File: src/rtl/des_pkg.sv
// Shared DES definitions: state encoding, rotation schedules, permutation tables and S-boxes.
// Bit 63 of a 64-bit word is DES bit 1; every table lists 1-based DES bit numbers.
package des_pkg;

    typedef enum logic {IDLE, ROUND} state_t;

    // Decrypt walks the key schedule backwards, so its first round uses no rotation.
    localparam logic [31:0] RSHIFT = {2'd0, 2'd1, 2'd2, 2'd2, 2'd2, 2'd2, 2'd2, 2'd2,
                                      2'd1, 2'd2, 2'd2, 2'd2, 2'd2, 2'd2, 2'd2, 2'd1};
    localparam logic [31:0] LSHIFT = {2'd1, 2'd1, 2'd2, 2'd2, 2'd2, 2'd2, 2'd2, 2'd2,
                                      2'd1, 2'd2, 2'd2, 2'd2, 2'd2, 2'd2, 2'd2, 2'd1};

    localparam int IP_T [64] = '{58,50,42,34,26,18,10,2, 60,52,44,36,28,20,12,4,
                                 62,54,46,38,30,22,14,6, 64,56,48,40,32,24,16,8,
                                 57,49,41,33,25,17,9,1,  59,51,43,35,27,19,11,3,
                                 61,53,45,37,29,21,13,5, 63,55,47,39,31,23,15,7};
    localparam int FP_T [64] = '{40,8,48,16,56,24,64,32, 39,7,47,15,55,23,63,31,
                                 38,6,46,14,54,22,62,30, 37,5,45,13,53,21,61,29,
                                 36,4,44,12,52,20,60,28, 35,3,43,11,51,19,59,27,
                                 34,2,42,10,50,18,58,26, 33,1,41,9,49,17,57,25};
    localparam int E_T [48] = '{32,1,2,3,4,5,     4,5,6,7,8,9,       8,9,10,11,12,13,
                                12,13,14,15,16,17, 16,17,18,19,20,21, 20,21,22,23,24,25,
                                24,25,26,27,28,29, 28,29,30,31,32,1};
    localparam int P_T [32] = '{16,7,20,21,29,12,28,17, 1,15,23,26,5,18,31,10,
                                2,8,24,14,32,27,3,9,    19,13,30,6,22,11,4,25};
    localparam int PC1_T [56] = '{57,49,41,33,25,17,9,  1,58,50,42,34,26,18,
                                  10,2,59,51,43,35,27,  19,11,3,60,52,44,36,
                                  63,55,47,39,31,23,15, 7,62,54,46,38,30,22,
                                  14,6,61,53,45,37,29,  21,13,5,28,20,12,4};
    localparam int PC2_T [48] = '{14,17,11,24,1,5,   3,28,15,6,21,10,  23,19,12,4,26,8,
                                  16,7,27,20,13,2,   41,52,31,37,47,55, 30,40,51,45,33,48,
                                  44,49,39,56,34,53, 46,42,50,36,29,32};

    // One 256-bit word per box: 64 nibbles, row-major, entry 0 in the top nibble.
    localparam logic [255:0] SBOX [8] = '{
        256'hE4D12FB83A6C5907_0F74E2D1A6CB9538_41E8D62BFC973A50_FC8249175B3EA06D,
        256'hF18E6B34972DC05A_3D47F28EC01A69B5_0E7BA4D158C6932F_D8A13F42B67C05E9,
        256'hA09E63F51DC7B428_D709346A285ECBF1_D6498F30B12C5AE7_1AD069874FE3B52C,
        256'h7DE3069A1285BC4F_D8B56F03472C1AE9_A690CB7DF13E5284_3F06A1D8945BC72E,
        256'h2C417AB6853FD0E9_EB2C47D150FA3986_421BAD78F9C5630E_B8C71E2D6F09A453,
        256'hC1AF92680D34E75B_AF427C9561DE0B38_9EF528C3704A1DB6_432C95FABE17608D,
        256'h4B2EF08D3C975A61_D0B7491AE35C2F86_14BDC37EAF680592_6BD814A7950FE23C,
        256'hD2846FB1A93E50C7_1FD8A374C56B0E92_7B419CE206ADF358_21E74A8DFC90356B};

    function automatic logic [63:0] ip(input logic [63:0] x);
        logic [63:0] y;
        for (int i = 0; i < 64; i++) y[6'(63 - i)] = x[6'(64 - IP_T[6'(i)])];
        return y;
    endfunction

    function automatic logic [63:0] fp(input logic [63:0] x);
        logic [63:0] y;
        for (int i = 0; i < 64; i++) y[6'(63 - i)] = x[6'(64 - FP_T[6'(i)])];
        return y;
    endfunction

    function automatic logic [47:0] e_expand(input logic [31:0] x);
        logic [47:0] y;
        for (int i = 0; i < 48; i++) y[6'(47 - i)] = x[5'(32 - E_T[6'(i)])];
        return y;
    endfunction

    function automatic logic [31:0] p_perm(input logic [31:0] x);
        logic [31:0] y;
        for (int i = 0; i < 32; i++) y[5'(31 - i)] = x[5'(32 - P_T[5'(i)])];
        return y;
    endfunction

    function automatic logic [55:0] pc1(input logic [63:0] x);
        logic [55:0] y;
        for (int i = 0; i < 56; i++) y[6'(55 - i)] = x[6'(64 - PC1_T[6'(i)])];
        return y;
    endfunction

    function automatic logic [47:0] pc2(input logic [55:0] x);
        logic [47:0] y;
        for (int i = 0; i < 48; i++) y[6'(47 - i)] = x[6'(56 - PC2_T[6'(i)])];
        return y;
    endfunction

    // Outer bits pick the row, inner four bits pick the column.
    function automatic logic [3:0] sbox(input logic [2:0] n, input logic [5:0] b);
        logic [5:0]   idx;
        logic [255:0] tbl;
        idx = {b[5], b[0], b[4:1]};
        tbl = SBOX[n];
        return tbl[8'(255 - 4 * int'(idx)) -: 4];
    endfunction

    function automatic logic [1:0] rshift_amt(input logic [3:0] rnd);
        return RSHIFT[5'(31 - 2 * int'(rnd)) -: 2];
    endfunction

    function automatic logic [1:0] lshift_amt(input logic [3:0] rnd);
        return LSHIFT[5'(31 - 2 * int'(rnd)) -: 2];
    endfunction

    function automatic logic [27:0] rotr28(input logic [27:0] x, input logic [1:0] n);
        case (n)
            2'd1:    return {x[0], x[27:1]};
            2'd2:    return {x[1:0], x[27:2]};
            default: return x;
        endcase
    endfunction

endpackage

File: src/rtl/des_f.sv
// DES round function f(R,K): expand, mix in the subkey, substitute through S1..S8, permute.
module des_f
    import des_pkg::*;
(
    input  logic [31:0] r,
    input  logic [47:0] k,
    output logic [31:0] f
);

    logic [47:0] x;
    logic [31:0] s;

    assign x = e_expand(r) ^ k;

    for (genvar g = 0; g < 8; g++) begin : g_sbox
        assign s[31 - 4 * g -: 4] = sbox(3'(g), x[47 - 6 * g -: 6]);
    end

    assign f = p_perm(s);

endmodule

File: src/rtl/des_decrypt_core.sv
// Iterative DES decryption: one Feistel round per clock, 16 rounds per block, start/busy/done handshake.
module des_decrypt_core
    import des_pkg::*;
(
    input  logic        clk,
    input  logic        rst,
    input  logic        start,
    input  logic [63:0] key,
    input  logic [63:0] data_in,
    output logic        busy,
    output logic        done,
    output logic [63:0] data_out
);

    state_t      state;
    logic [31:0] l, r;
    logic [27:0] c, d;
    logic [3:0]  rnd;

    logic [27:0] c_rot, d_rot;
    logic [47:0] subkey;
    logic [31:0] f_out, r_next;

    // Right rotation walks the encryption schedule backwards, yielding K16 down to K1.
    assign c_rot  = rotr28(c, rshift_amt(rnd));
    assign d_rot  = rotr28(d, rshift_amt(rnd));
    assign subkey = pc2({c_rot, d_rot});
    assign r_next = l ^ f_out;

    des_f u_f (
        .r (r),
        .k (subkey),
        .f (f_out)
    );

    always_ff @(posedge clk or posedge rst) begin
        if (rst) begin
            state    <= IDLE;
            busy     <= 1'b0;
            done     <= 1'b0;
            data_out <= '0;
            l        <= '0;
            r        <= '0;
            c        <= '0;
            d        <= '0;
            rnd      <= '0;
        end else begin
            case (state)
                IDLE: begin
                    done <= 1'b0;
                    if (start) begin
                        {l, r} <= ip(data_in);
                        {c, d} <= pc1(key);
                        rnd    <= '0;
                        busy   <= 1'b1;
                        state  <= ROUND;
                    end
                end
                ROUND: begin
                    l   <= r;
                    r   <= r_next;
                    c   <= c_rot;
                    d   <= d_rot;
                    rnd <= rnd + 4'd1;
                    // Final round: output swaps the halves before the inverse initial permutation.
                    if (rnd == 4'd15) begin
                        data_out <= fp({r_next, r});
                        done     <= 1'b1;
                        busy     <= 1'b0;
                        state    <= IDLE;
                    end
                end
                default: state <= IDLE;
            endcase
        end
    end

endmodule
File: config.mk
export PLATFORM = sky130hd
export DESIGN_NAME = des_decrypt_core
export DESIGN_NICKNAME = d
export VERILOG_FILES = /design/src/rtl/des_pkg.sv /design/src/rtl/des_f.sv /design/src/rtl/des_decrypt_core.sv
export SDC_FILE = /design/constraint.sdc
export NUM_CORES = 1
export LEC_CHECK = 0
export CORE_AREA = 2 2 76 78
export DETAILED_ROUTE_END_ITERATION = 8
export DIE_AREA = 0 0 78 80
export GPL_TIMING_DRIVEN = 0
export HOLD_SLACK_MARGIN = 0.03
export PLACE_DENSITY = 0.87
export SYNTH_ARGS = -nofsm -noshare
export SYNTH_HDL_FRONTEND = slang
export SYNTH_HIERARCHICAL = 1
export SYNTH_SLANG_ARGS = --single-unit
File: constraint.sdc
create_clock -name clk -period 1 [get_ports clk]
set_input_delay 0.2 -clock clk [delete_from_list [all_inputs] [get_ports clk]]
set_output_delay 0.2 -clock clk [all_outputs]
set_load 0.05 [all_outputs]
==> qor.yml <==
power_and_ir_drop:
  vdd_drop_max_mv: 0.923
  power_density_mw_per_mm2: 1910
  leakagePower_nw: 0.777
setup_path:
  critPathKind: "reg -> reg"
  arrival_ns: 1.15
  worstPathMaxFanout: 3
  cpMaxStageDelayCell: "dfrtp_1"
  crit_required_ns: 1.11
  end_kind: "register"
  slowest_delay_ns: 0.39
  startpoint_type: "register"
  r2r_cells: 3
  crit_chain: "ha_2, and3_4, o21a_1"
detailed_routing:
  top_layer: "met4"
  dr.pass1.iters: 3
  ant_nets: 0
  vias: 586
  wl_per_cell_um: 5.38
  wl_mm: 1.30
  dr_wl_met2_um: 761
  drtIter0Drc: 3
  viasPerCell: 2.42
  drc: 0
  met3WireLength_um: 163
  met1Wirelength_um: 361
place:
  place_congestion: 0.618
  dpl-instance-area_sq_mm: 0.00117
  post-dp-hpwl_mm: 1.13
  io_buffers: 4
floorplan:
  dieArea_sq_mm: 0.00624
  initial_core_util_pct: 14.8
  fp.dieH_um: 80
  pin_count: 197
  rows: 27
  die_w_um: 78
  coreArea_sq_mm: 0.00541
timing:
  fin_setup_tns_ns: -0.0358
  skew_ns: 0.000376
  clock.fmax_mhz: 965
  hold_viol_final: 0
  finalCritPeriodShare_pct: 104
  setup_viol: 1
  fin_crit_ns: 1.04
  postLayoutSetupSlackWorst_ns: -0.0358
  slew_violations: 0
  grt_setup_unrepaired: "true"
clock_network:
  hold_buffers: 0
  cts.clk_slew.worst_paths_ns: 0.04
  cts.root.buffer_cell: "clkbuf_8"
  cts_tree: "built"
  htree_levels: 1
  clk-insertion-delay-late_ns: 0.22
  numCtsBuffers: 3
  clk_path_buf_depth: 2
  clock_sinks: 7
run_status:
  outcome: "finished, violations left"
  violations: "negative setup slack"
finish:
  postLayoutCellArea_sq_mm: 0.00126
  drive_above_1_share_pct: 46.5
  final_util_pct: 23.3
  area_growth_pct: 57.8
  diodes: 0
  fillers: 612
  finalNetCount: 303
run:
  max_cap_violations: 0
global_routing:
  grt_pass1_vias: 466
  grt_overflow_total: 0
  grt_pass1_wl_mm: 1.86
  antenna_found_initial: 0
  grt_use_total_pct: 3.81
  grt_max_degree: 11
synthesis:
  yosysWarningCount: 6
  synth_cell_types: 19
  ys_ff_latch: 7
  ys_seq_area_share_pct: 21.9
  synthTopCellsByArea: "buf_4, dfrtp_1, o21ai_1"
  postSynthAreaPerCell_sq_um: 8.49
  synth_top_area_share_pct: 60.2
  synth.largest_area_cell: "buf_4"
  syn_area_sq_um: 798
  syn_inst: 94
min_path:
  min_path_type: "in -> async"
[critical path, delay by kind of cell (launching register included)]
| family | cells | cell delay (ns) |
|---|---|---|
| DFF | 1 | 0.39 |
| adders and majority gates | 1 | 0.20 |
| and+or+nand+nor | 1 | 0.17 |
| AOI/OAI and AO/OA | 1 | 0.16 |
[synthesized netlist by cell type]
| cell | count |
|---|---|
| o21a_1 | 1 |
| nor2_1 | 1 |
| nand4_1 | 1 |
| buf_4 | 64 |
| dfrtp_1 | 7 |
| nor2_2 | 1 |
| and3_1 | 1 |
| inv_1 | 2 |
| buf_6 | 1 |
| o22ai_1 | 1 |
| nand3_1 | 1 |
| conb_1 | 1 |
| nand2b_1 | 2 |
| ha_1 | 1 |
| a21oi_1 | 1 |
| mux2_4 | 1 |
| nor2b_1 | 1 |
| o21ai_1 | 4 |
| nand2_1 | 2 |
[cell families (layout without fill, tap and decap cells)]
logic type | count (synthesis) | count (layout) | synth area share (%)
muxes | 1 | 1 | 1.88
adders and majority gates | 1 | 1 | 1.57
and+or+nand+nor | 10 | 10 | 6.74
AOI/OAI and AO/OA | 7 | 7 | 4.86
buffers and inverters | 67 | 80 | 62.5
other | 1 | 64 | 0.470
DFF | 7 | 7 | 21.9
[final timing paths]
| check | slack (ns) | from | end |
|---|---|---|---|
| worst min register to register | 0.49 | rnd[3] | rnd[3] |
| worst max register to register | -0.04 | rnd[1] | done |
| min in group clk | 0.30 | start | rnd[1] |
| worst max-delay path | -0.04 | rnd[1] | done |
| max in group asynchronous | 0.58 | rst | state |
| worst min-delay path | 0.21 | rst | rnd[0] |
[area by class of cell]
type	count	area, sq um	share of cell area (%)
clock buffers	4	45.0	3.57
well taps	72	90.1	7.15
repair buffers	9	82.6	6.55
plain buffers	65	492	39.0
multi-input cells	83	368	29.2
flip-flops and latches	7	175	13.9
inverters	2	7.51	0.596
[metal layers]
metal  vias to the layer above  global-route usage, %
met1                       228                   2.92
met2                        40                   7.93
met5                         -                      0
li1                        316                      -
met4                         0                   2.11
met3                         2                   1.47
[what timing repair did]
action	CTS	global route
pin swaps	1	2
hold endpoints to repair	0	0
gates resized for setup	13	2
gates cloned	0	0
setup endpoints to repair	5	6
setup buffers	3	2
[report_power, final]
group | switching, mW | total (mW) | internal [mW]
Combinational | 0.921 | 1.49 | 0.571
Sequential | 0.102 | 0.521 | 0.420
Clock | 0.115 | 0.390 | 0.275
Total | 1.14 | 2.40 | 1.27
[stage by stage]
step	std cells	hold slack, ns	total power [mW]	worst slack [ns]
2_1_floorplan	157	0.00340	1.67	-0.00412
3_3_place_gp	233	0.445	1.80	-0.375
3_5_place_dp	233	0.455	1.85	-0.385
4_1_cts	240	0.217	2.34	-0.0176
5_1_grt	242	0.247	2.56	-0.0598
6_report	242	0.208	2.40	-0.0358
[registers in the layout, indices dropped and copies added, names as in the netlist]
signal	flops
rnd	4
state	1
busy	1
done	1
[placed cells by master (no fill, tap or decap)]
cell type | netlist | routed
buf_4 | 64 | 69
conb_1 | 1 | 64
dfrtp_1 | 7 | 7
o21ai_1 | 4 | 4
buf_6 | 1 | 3
clkbuf_8 | 0 | 3
nand2_1 | 2 | 2
nand2b_1 | 2 | 2
inv_1 | 2 | 2
nor2_2 | 1 | 1
nor2b_1 | 1 | 1
mux2_4 | 1 | 1
and3_4 | 0 | 1
a21oi_1 | 1 | 1
nand4_1 | 1 | 1
nand3_1 | 1 | 1
nor2_1 | 1 | 1
o22ai_1 | 1 | 1
o21a_1 | 1 | 1
ha_2 | 0 | 1
clkbuf_1 | 0 | 1
clkdlybuf4s50_1 | 0 | 1
dlymetal6s2s_1 | 0 | 1
Note: power is estimated with default switching activity, not from simulation.
